**src/rtl/serial_bit_feeder.sv**
```systemverilog
// Parallel-to-serial feeder for the "101" sequence detector: accepts words over valid/ready
// and presents one bit per enabled clock on ser_out. The line stays low when no word bit is shown.
module serial_bit_feeder #(
  parameter int WIDTH      = 8,
  parameter bit MSB_FIRST  = 1'b1,
  parameter int GAP_CYCLES = 0
) (
  input  logic                     clk,
  input  logic                     reset,
  input  logic [WIDTH-1:0]         in_data,
  input  logic                     in_valid,
  output logic                     in_ready,
  input  logic                     ser_en,
  output logic                     ser_out,
  output logic                     ser_valid,
  output logic [$clog2(WIDTH)-1:0] bit_idx,
  output logic                     word_done,
  output logic                     busy
);

  localparam int             IW       = $clog2(WIDTH);
  localparam logic [IW-1:0]  LAST_IDX = IW'(WIDTH - 1);
  localparam logic [3:0]     GAP_LOAD = (GAP_CYCLES > 0) ? 4'(GAP_CYCLES - 1) : 4'd0;

  typedef enum logic [1:0] {
    IDLE  = 2'd0,
    SHIFT = 2'd1,
    GAP   = 2'd2
  } state_t;

  state_t           state;
  logic [WIDTH-1:0] shreg;
  logic [WIDTH-1:0] load_word;
  logic [3:0]       gap_cnt;
  logic             last_bit;
  logic             accept;

  // The register always shifts toward its MSB, so LSB-first words are loaded mirrored.
  if (MSB_FIRST) begin : g_msb_first
    assign load_word = in_data;
  end else begin : g_lsb_first
    always_comb begin
      load_word = '0;
      for (int unsigned i = 0; i < WIDTH; i++) begin
        load_word[i] = in_data[WIDTH-1-i];
      end
    end
  end

  assign last_bit  = (state == SHIFT) && ser_en && (bit_idx == LAST_IDX);
  assign in_ready  = (state == IDLE) || ((GAP_CYCLES == 0) && last_bit);
  assign accept    = in_valid && in_ready;
  assign word_done = last_bit;
  assign busy      = (state != IDLE);
  // Zero fill while shifting leaves the register clear once a word is out, so the MSB is
  // already 0 whenever no word bit is presented.
  assign ser_out   = shreg[WIDTH-1];

  always_ff @(posedge clk) begin
    if (reset) begin
      state     <= IDLE;
      shreg     <= '0;
      bit_idx   <= '0;
      gap_cnt   <= '0;
      ser_valid <= 1'b0;
    end else begin
      case (state)
        IDLE: begin
          if (accept) begin
            shreg     <= load_word;
            bit_idx   <= '0;
            ser_valid <= 1'b1;
            state     <= SHIFT;
          end
        end
        SHIFT: begin
          if (ser_en) begin
            if (last_bit) begin
              if (accept) begin
                shreg     <= load_word;
                bit_idx   <= '0;
                ser_valid <= 1'b1;
                state     <= SHIFT;
              end else begin
                shreg     <= '0;
                bit_idx   <= '0;
                ser_valid <= 1'b0;
                if (GAP_CYCLES > 0) begin
                  gap_cnt <= GAP_LOAD;
                  state   <= GAP;
                end else begin
                  state   <= IDLE;
                end
              end
            end else begin
              shreg   <= {shreg[WIDTH-2:0], 1'b0};
              bit_idx <= bit_idx + IW'(1);
            end
          end
        end
        GAP: begin
          if (gap_cnt == 4'd0) begin
            state <= IDLE;
          end else begin
            gap_cnt <= gap_cnt - 4'd1;
          end
        end
        default: begin
          state     <= IDLE;
          shreg     <= '0;
          bit_idx   <= '0;
          gap_cnt   <= '0;
          ser_valid <= 1'b0;
        end
      endcase
    end
  end

endmodule

```
**config.mk**
```make
export PLATFORM = sky130hd
export DESIGN_NAME = serial_bit_feeder
export DESIGN_NICKNAME = d
export VERILOG_FILES = /design/src/rtl/serial_bit_feeder.sv
export SDC_FILE = /design/constraint.sdc
export NUM_CORES = 1
export LEC_CHECK = 0
export CAP_MARGIN = 20
export CORE_MARGIN = 10
export CORE_UTILIZATION = 48
export DETAILED_ROUTE_END_ITERATION = 6
export PLACE_DENSITY = 0.81
export REMOVE_ABC_BUFFERS = 1
export SYNTH_ARGS = -nofsm -noshare
export SYNTH_HDL_FRONTEND = slang
export SYNTH_SLANG_ARGS = --single-unit
export TNS_END_PERCENT = 20
```
**constraint.sdc**
```tcl
create_clock -name clk -period 3.9 [get_ports clk]
set_input_delay 0.585 -clock clk [delete_from_list [all_inputs] [get_ports clk]]
set_output_delay 0.585 -clock clk [all_outputs]
set_load 0.01 [all_outputs]
```
==> flow_metrics.env <==
export IMPL_yosysWarnings=0
export IMPL_period_share_pct=67.0
export IMPL_antenna_found_initial=0
export IMPL_ys_ff_latch=12
export IMPL_cp_required_ps=3310
export IMPL_fmax_mhz=383
export IMPL_chipWidth_um=57.2
export IMPL_first_global_vias=583
export IMPL_synthArstFlopShare_pct=0
export IMPL_fin_setup_tns_ps=0
export IMPL_dpl_instance_area_sq_um=846
export IMPL_relSlewSlack_pct=67.5
export IMPL_dp_slack_ps=1290
export IMPL_start_util_pct=51.1
export IMPL_yosysSeqAreaShare_pct=36.2
export IMPL_whs_path_depth=2
export IMPL_rr_startpoint="bit_idx[1]$_SDFFE_PP0P_"
export IMPL_fillCellCount=106
export IMPL_synth_edf_count=0
export IMPL_h_tree_depth=1
export IMPL_rr_worst_depth=5
export IMPL_power_leakage_nw=0.344
export IMPL_cts_buffers=3
export IMPL_synthFlopType="dfxtp_1"
export IMPL_setup_ws_ps=1290
export IMPL_ys_types=23
export IMPL_grt_max_degree=14
export IMPL_fin_crit_ps=2610
export IMPL_drv_cap=0
export IMPL_clockRootBuffer="clkbuf_4"
export IMPL_clkSinkCount=12
export IMPL_synth_cells=69
export IMPL_critPathLaunchType="register"
export IMPL_clk_latency_ps=270
export IMPL_whs_endpoint="bit_idx[0]$_SDFFE_PP0P_"
export IMPL_overflow=0
export IMPL_area_sequential_sq_um=240
export IMPL_routed_wl_um=1510
export IMPL_netlist_area_sq_um=664
export IMPL_cts_resized_gates=0
export IMPL_num_vias=576
export IMPL_grt_pass1_wl_um=2560
export IMPL_p_per_area_mw_per_mm2=348
export IMPL_cts_tree="done"
export IMPL_numPortBuffers=19
export IMPL_antenna_cells=0
export IMPL_crit_arrival_ps=2030
export IMPL_dpl_hpwl_um=1130
export IMPL_areaGrowthSynthToFinish_pct=32.8
export IMPL_hold_ws_ps=502
export IMPL_end_kind="output pin"
export IMPL_critPathKind="register to output pin"
export IMPL_reg2reg_slack_ps=2250
export IMPL_hold_buffers=0
export IMPL_rr_endpoint="shreg[7]$_SDFFE_PP0P_"
export IMPL_finalNetCount=102
export IMPL_hold_start="bit_idx[0]$_SDFFE_PP0P_"
export IMPL_stdcell_count=102
export IMPL_utilization_pct=67.8
export IMPL_place_gp_congestion=0.757
export IMPL_core_sq_mm=0.00130
export IMPL_io_pins=20
export IMPL_setup_viol_count_final=0
export IMPL_worst_pin_slew_ps=486
export IMPL_ant_nets=0
export IMPL_total_power_mw=0.307
export IMPL_vdd_ir_drop_max_mv=0.192
export IMPL_cts_setup_buffers=0
export IMPL_rsz0062_at_grt="false"
export IMPL_num_rows=13
export IMPL_drt_iter0_drc=2
export IMPL_multi_input_area_sq_um=389
export IMPL_synth_area_top_cells="dfxtp_1 36%, mux2_2 15%, a21oi_1 7.5%"
export IMPL_dr_pass1_iters=5
export IMPL_dp_cells=98
export IMPL_hold_class="register to register"
export IMPL_avgSynthCellArea_sq_um=9.63
export IMPL_design_area_sq_um=882
export IMPL_crit_fanout=11
export IMPL_clockBufferDepth=2
export IMPL_viasPerCell=5.65
export IMPL_drv_slew=0
export IMPL_wire_per_inst_um=14.8
export IMPL_post_synth_top_area_cell="dfxtp_1"
export IMPL_clock_skew_final_ps=0.545
export IMPL_die_h_um=57.2
export IMPL_status="completed"
export IMPL_die_area_sq_mm=0.00327
export IMPL_finalHoldViolations=0
export IMPL_drive_gt1_share_pct=20.7
export IMPL_path_clk_slew_ps=80
export IMPL_grt_use_total_pct=9.28
export IMPL_synth_top_cell_area_share_pct=36.2
export IMPL_drc_errors=0
## cells by family after synthesis
group                      count (synthesis)  synth area share, %
AOI/OAI and AO/OA                         22                 22.2
adders and majority gates                  2                 3.77
buffers and inverters                      7                 5.27
DFF                                       12                 36.2
muxes                                     10                 16.8
and+or+nand+nor                           16                 15.8
## metal layers
metal | track usage (%) | wire, um
met2 | 15.0 | 682
met4 | 4.03 | 11
met1 | 10.7 | 706
met5 | 0 | 0
met3 | 3.32 | 109
## registers in the layout, summed over array words and instances (netlist names)
name,cells
shreg,8
bit_idx,3
ser_valid,1
## report_power, final
part | total, mW | switching (mW) | internal [mW]
Sequential | 0.143 | 0.00881 | 0.134
Clock | 0.0996 | 0.0428 | 0.0567
Combinational | 0.0646 | 0.0258 | 0.0388
Total | 0.307 | 0.0774 | 0.230
## synthesized netlist by cell type (2+ instances only)
| cell | number |
|---|---|
| clkbuf_1 | 2 |
| ha_1 | 2 |
| dfxtp_1 | 12 |
| nand2b_1 | 8 |
| a21oi_1 | 10 |
| nor2_1 | 2 |
| buf_4 | 2 |
| mux2_2 | 9 |
| inv_1 | 2 |
| o22ai_1 | 7 |
## cells in the final DEF (no fill, tap or decap)
| cell type | instances |
|---|---|
| clkbuf_4 | 3 |
| ha_1 | 2 |
| a211o_4 | 1 |
| mux2i_1 | 1 |
| nand3b_1 | 1 |
| clkdlybuf4s50_1 | 19 |
| or3_1 | 1 |
| nor3b_1 | 1 |
| clkbuf_8 | 1 |
| and3_4 | 1 |
| a21bo_2 | 1 |
| dfxtp_1 | 12 |
| o22ai_1 | 7 |
| inv_1 | 2 |
| nand2_1 | 1 |
| a21oi_1 | 10 |
| a32oi_1 | 1 |
| a21oi_2 | 1 |
| nor2_1 | 2 |
| nand2_4 | 1 |
| mux2_2 | 9 |
| nand2b_1 | 8 |
| a311oi_1 | 1 |
## worst max-delay path by stage
stage	from	slack, ps	endpoint	cells after the start
after global placement	ser_en	1310	word_done	3
after floorplan	bit_idx[0]$_SDFFE_PP0P_	2180	word_done	3
final	bit_idx[1]$_SDFFE_PP0P_	1290	word_done	4
after global routing	bit_idx[1]$_SDFFE_PP0P_	1160	word_done	4
after detailed placement	ser_en	1290	word_done	3
after CTS	bit_idx[1]$_SDFFE_PP0P_	1280	word_done	4
## critical path, cell delays in order (launching register included)
cell and delay (ps):
dfxtp_1 380, ha_1 170, ha_1 410, and3_4 260
clkdlybuf4s50_1 530
## final cells by class
class	count	area share (%)
clock buffer	4	4.11
inverter	2	0.851
timing repair buffer	19	21.6
sequential	12	27.2
tap	15	2.13
multi-input combinational	50	44.1
No activity file was read; power rests on OpenSTA's default activity.
